## src/rtl/ifmap_loader_pkg.sv

```systemverilog
// Shared types and constants for the ifmap loader and the NoC packet path.
package ifmap_loader_pkg;

  typedef enum logic [1:0] {
    WK_START = 2'd0,
    WK_PIXEL = 2'd1,
    WK_DONE  = 2'd2
  } wr_kind_t;

  typedef enum logic [2:0] {
    S_IDLE       = 3'd0,
    S_SEND_START = 3'd1,
    S_WAIT_ROW   = 3'd2,
    S_SEND_PIX   = 3'd3,
    S_SEND_DONE  = 3'd4
  } loader_state_t;

  // Packet field positions shared with the router path
  localparam int NOC_ADDR_HI   = 32;
  localparam int NOC_ADDR_LO   = 29;
  localparam int NOC_OPCODE_HI = 28;
  localparam int NOC_OPCODE_LO = 25;
  localparam int NOC_DATA_HI   = 24;
  localparam int NOC_DATA_LO   = 0;

  function automatic int cnt_w(input int n);
    return (n <= 1) ? 1 : $clog2(n);
  endfunction

endpackage

```

## src/rtl/ifmap_loader_if.sv

```systemverilog
// Row input and write-beat output bundle of the ifmap loader.
interface ifmap_loader_if #(
  parameter int DEPTH_I    = 25,
  parameter int WIDTH_ADDR = 12,
  parameter int WIDTH_TS   = 2
) ();
  import ifmap_loader_pkg::*;

  logic                  row_valid;
  logic [DEPTH_I-1:0]    row_data;
  logic                  row_ready;
  logic                  wr_valid;
  logic                  wr_ready;
  wr_kind_t              wr_kind;
  logic [WIDTH_TS-1:0]   wr_ts;
  logic [WIDTH_ADDR-1:0] wr_addr;
  logic                  wr_data;

  modport master (
    input  row_valid, row_data, wr_ready,
    output row_ready, wr_valid, wr_kind, wr_ts, wr_addr, wr_data
  );

  modport slave (
    output row_valid, row_data, wr_ready,
    input  row_ready, wr_valid, wr_kind, wr_ts, wr_addr, wr_data
  );
endinterface

```

## src/rtl/ifmap_loader_addr_gen.sv

```systemverilog
// Column/row/timestep counters plus the running linear pixel address.
module ifmap_loader_addr_gen
  import ifmap_loader_pkg::*;
#(
  parameter int DEPTH_I    = 25,
  parameter int NUM_TS     = 2,
  parameter int WIDTH_ADDR = 12,
  parameter int WIDTH_TS   = 2
) (
  input  logic                  clk,
  input  logic                  rst,
  input  logic                  clear_i,
  input  logic                  step_i,
  output logic [WIDTH_ADDR-1:0] addr_o,
  output logic [WIDTH_TS-1:0]   ts_o,
  output logic                  last_col_o,
  output logic                  last_row_o,
  output logic                  last_ts_o
);

  localparam int CW = cnt_w(DEPTH_I);

  logic [CW-1:0]         col_q, col_d;
  logic [CW-1:0]         row_q, row_d;
  logic [WIDTH_TS-1:0]   ts_q, ts_d;
  logic [WIDTH_ADDR-1:0] addr_q, addr_d;

  assign last_col_o = (col_q == CW'(DEPTH_I - 1));
  assign last_row_o = (row_q == CW'(DEPTH_I - 1));
  assign last_ts_o  = (ts_q == WIDTH_TS'(NUM_TS));
  assign addr_o     = addr_q;
  assign ts_o       = ts_q;

  // Address advances by one per pixel and wraps to 0 at each timestep end
  always_comb begin
    col_d  = col_q;
    row_d  = row_q;
    ts_d   = ts_q;
    addr_d = addr_q;
    if (clear_i) begin
      col_d  = '0;
      row_d  = '0;
      ts_d   = WIDTH_TS'(1);
      addr_d = '0;
    end else if (step_i) begin
      if (last_col_o) begin
        col_d = '0;
        if (last_row_o) begin
          row_d  = '0;
          addr_d = '0;
          if (!last_ts_o) ts_d = ts_q + WIDTH_TS'(1);
        end else begin
          row_d  = row_q + CW'(1);
          addr_d = addr_q + WIDTH_ADDR'(1);
        end
      end else begin
        col_d  = col_q + CW'(1);
        addr_d = addr_q + WIDTH_ADDR'(1);
      end
    end
  end

  always_ff @(posedge clk or posedge rst) begin
    if (rst) begin
      col_q  <= '0;
      row_q  <= '0;
      ts_q   <= WIDTH_TS'(1);
      addr_q <= '0;
    end else begin
      col_q  <= col_d;
      row_q  <= row_d;
      ts_q   <= ts_d;
      addr_q <= addr_d;
    end
  end

endmodule

```

## src/rtl/ifmap_loader.sv

```systemverilog
// Serialises spike rows into START / PIXEL / DONE write beats for the imem load port.
module ifmap_loader
  import ifmap_loader_pkg::*;
#(
  parameter int DEPTH_I    = 25,
  parameter int NUM_TS     = 2,
  parameter int WIDTH_ADDR = 12,
  parameter int WIDTH_TS   = 2
) (
  input  logic           clk,
  input  logic           rst,
  input  logic           go_i,
  ifmap_loader_if.master bus,
  output logic           busy_o,
  output logic           done_o
);

  if (DEPTH_I * DEPTH_I > (1 << WIDTH_ADDR)) begin : g_bad_addr_w
    $error("ifmap_loader: WIDTH_ADDR cannot hold DEPTH_I*DEPTH_I addresses");
  end
  if (NUM_TS >= (1 << WIDTH_TS)) begin : g_bad_ts_w
    $error("ifmap_loader: WIDTH_TS cannot hold NUM_TS");
  end

  loader_state_t      state_q;
  logic               wr_valid_q;
  wr_kind_t           wr_kind_q;
  logic               wr_data_q;
  logic               row_ready_q;
  logic               busy_q;
  logic               done_q;
  logic [DEPTH_I-1:0] sh_q;

  logic accept, pix_step, start_run;
  logic last_col, last_row, last_ts;

  assign accept    = wr_valid_q && bus.wr_ready;
  assign pix_step  = (state_q == S_SEND_PIX) && accept;
  // go coinciding with the done pulse must not launch a new run
  assign start_run = (state_q == S_IDLE) && go_i && !done_q;

  ifmap_loader_addr_gen #(
    .DEPTH_I   (DEPTH_I),
    .NUM_TS    (NUM_TS),
    .WIDTH_ADDR(WIDTH_ADDR),
    .WIDTH_TS  (WIDTH_TS)
  ) u_addr_gen (
    .clk       (clk),
    .rst       (rst),
    .clear_i   (start_run),
    .step_i    (pix_step),
    .addr_o    (bus.wr_addr),
    .ts_o      (bus.wr_ts),
    .last_col_o(last_col),
    .last_row_o(last_row),
    .last_ts_o (last_ts)
  );

  assign bus.wr_valid  = wr_valid_q;
  assign bus.wr_kind   = wr_kind_q;
  assign bus.wr_data   = wr_data_q;
  assign bus.row_ready = row_ready_q;
  assign busy_o        = busy_q;
  assign done_o        = done_q;

  always_ff @(posedge clk or posedge rst) begin
    if (rst) begin
      state_q     <= S_IDLE;
      wr_valid_q  <= 1'b0;
      wr_kind_q   <= WK_START;
      wr_data_q   <= 1'b0;
      row_ready_q <= 1'b0;
      busy_q      <= 1'b0;
      done_q      <= 1'b0;
      sh_q        <= '0;
    end else begin
      done_q <= 1'b0;
      case (state_q)
        S_IDLE: begin
          if (start_run) begin
            state_q    <= S_SEND_START;
            wr_valid_q <= 1'b1;
            wr_kind_q  <= WK_START;
            wr_data_q  <= 1'b0;
            busy_q     <= 1'b1;
          end
        end
        S_SEND_START: begin
          if (accept) begin
            state_q     <= S_WAIT_ROW;
            wr_valid_q  <= 1'b0;
            row_ready_q <= 1'b1;
          end
        end
        S_WAIT_ROW: begin
          if (bus.row_valid && row_ready_q) begin
            state_q     <= S_SEND_PIX;
            row_ready_q <= 1'b0;
            wr_valid_q  <= 1'b1;
            wr_kind_q   <= WK_PIXEL;
            wr_data_q   <= bus.row_data[0];
            sh_q        <= bus.row_data >> 1;
          end
        end
        S_SEND_PIX: begin
          if (accept) begin
            if (!last_col) begin
              wr_data_q <= sh_q[0];
              sh_q      <= sh_q >> 1;
            end else if (last_row && last_ts) begin
              state_q   <= S_SEND_DONE;
              wr_kind_q <= WK_DONE;
              wr_data_q <= 1'b0;
            end else begin
              state_q     <= S_WAIT_ROW;
              wr_valid_q  <= 1'b0;
              wr_data_q   <= 1'b0;
              row_ready_q <= 1'b1;
            end
          end
        end
        S_SEND_DONE: begin
          if (accept) begin
            state_q    <= S_IDLE;
            wr_valid_q <= 1'b0;
            wr_kind_q  <= WK_START;
            busy_q     <= 1'b0;
            done_q     <= 1'b1;
          end
        end
        default: state_q <= S_IDLE;
      endcase
    end
  end

endmodule

```

## src/flat_wrapper.sv

```systemverilog
// flat-port wrapper written by rule: the top's interface ports become plain ports
module ifmap_loader_flat import ifmap_loader_pkg::*;
#(
  parameter int DEPTH_I    = 25,
  parameter int NUM_TS     = 2,
  parameter int WIDTH_ADDR = 12,
  parameter int WIDTH_TS   = 2
)
  (clk, rst, go_i, busy_o, done_o, bus_row_valid, bus_row_data, bus_wr_ready, bus_row_ready, bus_wr_valid, bus_wr_kind, bus_wr_ts, bus_wr_addr, bus_wr_data);
  ifmap_loader_if #(.DEPTH_I(DEPTH_I), .WIDTH_ADDR(WIDTH_ADDR), .WIDTH_TS(WIDTH_TS)) bus_i ();
  input  logic clk;
  input  logic rst;
  input  logic go_i;
  output logic busy_o;
  output logic done_o;
  input wire logic [$bits(bus_i.row_valid)-1:0] bus_row_valid;
  input wire logic [$bits(bus_i.row_data)-1:0] bus_row_data;
  input wire logic [$bits(bus_i.wr_ready)-1:0] bus_wr_ready;
  output wire logic [$bits(bus_i.row_ready)-1:0] bus_row_ready;
  output wire logic [$bits(bus_i.wr_valid)-1:0] bus_wr_valid;
  output wire logic [$bits(bus_i.wr_kind)-1:0] bus_wr_kind;
  output wire logic [$bits(bus_i.wr_ts)-1:0] bus_wr_ts;
  output wire logic [$bits(bus_i.wr_addr)-1:0] bus_wr_addr;
  output wire logic [$bits(bus_i.wr_data)-1:0] bus_wr_data;
  assign bus_i.row_valid = bus_row_valid;
  assign bus_i.row_data = bus_row_data;
  assign bus_i.wr_ready = bus_wr_ready;
  assign bus_row_ready = bus_i.row_ready;
  assign bus_wr_valid = bus_i.wr_valid;
  assign bus_wr_kind = bus_i.wr_kind;
  assign bus_wr_ts = bus_i.wr_ts;
  assign bus_wr_addr = bus_i.wr_addr;
  assign bus_wr_data = bus_i.wr_data;
  ifmap_loader #(.DEPTH_I(DEPTH_I), .NUM_TS(NUM_TS), .WIDTH_ADDR(WIDTH_ADDR), .WIDTH_TS(WIDTH_TS)) u_core (.clk(clk), .rst(rst), .go_i(go_i), .bus(bus_i), .busy_o(busy_o), .done_o(done_o));
endmodule
```

## config.mk

```make
export PLATFORM = sky130hd
export DESIGN_NAME = ifmap_loader_flat
export DESIGN_NICKNAME = d
export VERILOG_FILES = /design/src/rtl/ifmap_loader_pkg.sv /design/src/rtl/ifmap_loader_if.sv /design/src/rtl/ifmap_loader_addr_gen.sv /design/src/rtl/ifmap_loader.sv /design/src/flat_wrapper.sv
export SDC_FILE = /design/constraint.sdc
export NUM_CORES = 1
export LEC_CHECK = 0
export ABC_CLOCK_PERIOD_IN_PS = 4800
export CAP_MARGIN = 20
export CELL_PAD_IN_SITES_DETAIL_PLACEMENT = 0
export CELL_PAD_IN_SITES_GLOBAL_PLACEMENT = 1
export CORE_MARGIN = 1.5
export CORE_UTILIZATION = 40
export DETAILED_ROUTE_END_ITERATION = 10
export PLACE_DENSITY_LB_ADDON = 0.25
export SLEW_MARGIN = 30
export SYNTH_ARGS = -nofsm -noshare
export SYNTH_HDL_FRONTEND = slang
export SYNTH_HIERARCHICAL = 1
export SYNTH_SLANG_ARGS = --single-unit
```

## constraint.sdc

```tcl
create_clock -name clk -period 4.8 [get_ports clk]
set_input_delay 0.48 -clock clk [delete_from_list [all_inputs] [get_ports clk]]
set_output_delay 0.48 -clock clk [all_outputs]
set_load 0.02 [all_outputs]
```

==> impl_metrics.csv <==
group,metric,value,unit
run_status,outcome,"completed",
grt,antenna_found_initial,0,
drt,drc,0,
placement,place_area,0.00365,sq mm
die,std_cell_rows,31,
worst_setup_path,r2r_setup_slack,2.36,ns
layout,fin_nets,400,
synth,synth_seq_cells,58,
sta,setup_ws,2.36,ns
sta,final-hold-violation-count,0,
synth,synth_area_leaders,"dfrtp_1 (46%), mux2i_1 (7.4%), nor2_1 (5.1%), a21oi_1 (4.9%), nand3_1 (2.8%)",
worst_setup_path,cp.buffers_inverters,2,
placement,port_buffers,50,
die,core,0.00737,sq mm
synth,synth_top_area_share,0.461,
grt,grt_remaining_overflow,0,
sta,rsz0062_at_grt,"false",
synth,synth_most_common_cell,"dfrtp_1",
clock_tree,worstSkewPairLatency,0.34,ns
clock_tree,cts_setup_buffers,0,
worst_setup_path,r2r-start,"u_core/u_addr_gen/col_q[0]$_DFFE_PP0P_",
worst_setup_path,critPathLaunch,"u_core/u_addr_gen/col_q[0]$_DFFE_PP0P_",
clock_tree,cts-root-buf,"clkbuf_8",
grt,grt.total_usage,0.172,
worst_setup_path,r2r-end,"u_core/sh_q[7]$_DFFE_PP0P_",
die,dieHeight,90.9,um
grt,grt_max_degree,35,
worst_setup_path,end_kind,"flip-flop",
layout,diodes,0,
drt,drtPass1Iterations,4,
worst_setup_path,critPathArrivalTime,2.70,ns
die,initial_utilization,0.420,
worst_hold_path,hp-class,"primary input to asynchronous set/reset pin",
pwr,ir_drop,330,uV
worst_setup_path,path_class,"flip-flop to flip-flop",
worst_setup_path,cp_top_family,"simple AND/OR/NAND/NOR gates",
layout,drive_above_1_share,0.0894,
layout,multiInputGateArea,0.00147,sq mm
sta,maxSlewHeadroom,0.574,
sta,fin_crit,2.44,ns
layout,fillCellCount,706,
sta,setup_violations,0,
sta,fin_crit_sh,0.509,
worst_setup_path,endpoint,"u_core/sh_q[7]$_DFFE_PP0P_",
placement,place.gp.congestion,0.874,
synth,syn_area,0.00309,sq mm
drt,via_count,2455,
layout,final_util,0.524,
synth,yosysSeqAreaShare,0.470,
job,cap_violations,0,
sta,hold_ws,0.525,ns
clock_tree,cts_tree,"done",
layout,area_growth,24.8,%
synth,synthCells,317,
worst_setup_path,cp_max_fo,25,
clock_tree,post_cts_resized,0,
synth,ys_types,58,
synth,ys_warn_count,6,
die,die_x,90.9,um
synth,synth_area_per_cell,9.76,sq um
sta,skew,0.00830,ns
drt,viasPerCell,5.25,
synth,synth-main-ff-cell,"dfrtp_1",
sta,fin_tns_setup,0,ns
drt,drt_iter0_markers,162,
clock_tree,clock-sinks,58,
worst_setup_path,cp_slowest_stage_delay,0.58,ns
synth,synth_commonest_cells,"dfrtp_1 (57), nor2_1 (42), a21oi_1 (30), mux2i_1 (23), nand2_1 (19)",
sta,worst_pin_slew,0.637,ns
die,die_area,0.00827,sq mm
synth,yosysTopAreaCell,"dfrtp_1",
worst_setup_path,crit_path_cell_trace,"inv_1 -> ha_1 -> and4b_1 -> nand4b_1 -> a21boi_4 -> buf_16 -> nor2_1 -> a21oi_1",
placement,dp_hpwl,4410,um
synth,synth_nets,353,
placement,dpl_worst_slack,2.14,ns
sta,maxSlewViolCount,0,
clock_tree,clock_path_buffers,2,
layout,final_cell_area,0.00386,sq mm
synth,async_flop_share,1.00,
grt,grt_pass1_vias,2478,
clock_tree,cts_made_buffers,9,
worst_setup_path,crit_slowest_cell,"a21boi_4",
die,num_io_pins,51,
clock_tree,clk_pin_slew,0.07,ns
grt,grt_pass1_wl,11400,um
drt,routed_wl,6470,um
clock_tree,hold_buffers,0,
synth,synth_edf_count,0,
worst_setup_path,startpoint_type,"flip-flop",
worst_setup_path,reg2reg_depth,8,
pwr,leakagePower,1.72,nW
layout,register_area,0.00145,sq mm
pwr,powerDensity,536,mW/mm^2
worst_setup_path,cp.required,5.06,ns
drt,antenna_left,0,
sta,max_freq,0.409,GHz
clock_tree,htree_levels,3,
worst_setup_path,critical_path_cell_count,8,
drt,wl_per_cell,13.8,um
-- cell type report --
| cell class | count | area share |
|---|---|---|
| Timing Repair Buffer | 54 | 0.143 |
| Sequential cell | 58 | 0.376 |
| Clock buffer | 12 | 0.0402 |
| Clock inverter | 4 | 0.0130 |
| Multi-Input combinational cell | 226 | 0.381 |
| Inverter | 15 | 0.0146 |
| Tap cell | 99 | 0.0321 |
-- report_power, final --
group | total (mW) | switching (mW) | internal (mW)
clock network | 0.459 | 0.192 | 0.267
registers | 0.791 | 0.142 | 0.649
logic | 0.817 | 0.444 | 0.373
-- cell families after synthesis --
| kind of cell | count (synthesis) | share of synthesized area |
|---|---|---|
| xor gates and xnor gates | 8 | 0.0227 |
| muxes | 23 | 0.0744 |
| and+or+nand+nor | 111 | 0.182 |
| buffers and inverters | 33 | 0.0587 |
| DFF | 58 | 0.470 |
| adders and majority gates | 6 | 0.0243 |
| AOI/OAI and AO/OA | 78 | 0.168 |
-- registers in the layout, summed over array words and instances, names as in the netlist --
register / count
u_core/sh_q: 24
u_core/u_addr_gen/addr_o: 12
u_core/u_addr_gen/col_q: 5
u_core/u_addr_gen/row_q: 5
u_core/state_q: 3
u_core/bus.wr_kind: 2
u_core/u_addr_gen/ts_o: 2
u_core/bus.row_ready: 1
u_core/bus.wr_data: 1
u_core/bus.wr_valid: 1
u_core/busy_o: 1
u_core/done_o: 1
-- cell usage in the layout (no fill, tap or decap), types with 5 or more instances in the layout --
cell type,synthesis,final
dfrtp_1,57,57
mux2i_1,23,23
ha_1,6,6
clkdlybuf4s50_1,0,50
clkbuf_8,0,11
a21oi_1,30,30
o21ai_0,11,11
nor3_1,6,6
nand3_1,17,17
nand2_1,19,19
xor2_1,5,5
nor2_1,42,42
inv_1,15,14
-- metal layers --
metal	GRT usage	up-vias	wire length (um)
met5	0	-	0
met4	0.0677	0	65
met3	0.0603	5	312
met2	0.273	58	3090
met1	0.212	1160	3000
li1	-	1232	-
-- how the worst min path moves through the flow --
stage                                              endpoint  slack [ns]  cells past startpoint
detailed placement               u_core/sh_q[5]$_DFFE_PP0P_        0.52                      2
floorplan           u_core/u_addr_gen/addr_o[0]$_DFFE_PP0P_        0.49                      1
global route                     u_core/sh_q[5]$_DFFE_PP0P_        0.55                      2
CTS                             u_core/sh_q[14]$_DFFE_PP0P_        0.53                      2
finish               u_core/u_addr_gen/row_q[1]$_DFFE_PP0P_        0.52                      2
global placement                u_core/sh_q[21]$_DFFE_PP0P_        0.51                      2
-- stage by stage --
step           total power, mW  cells
2_1_floorplan             1.43    317
3_3_place_gp              1.59    451
3_5_place_dp              1.62    452
4_1_cts                   2.10    468
5_1_grt                   2.24    468
6_report                  2.07    468
No activity file was read; power rests on OpenSTA's default activity.
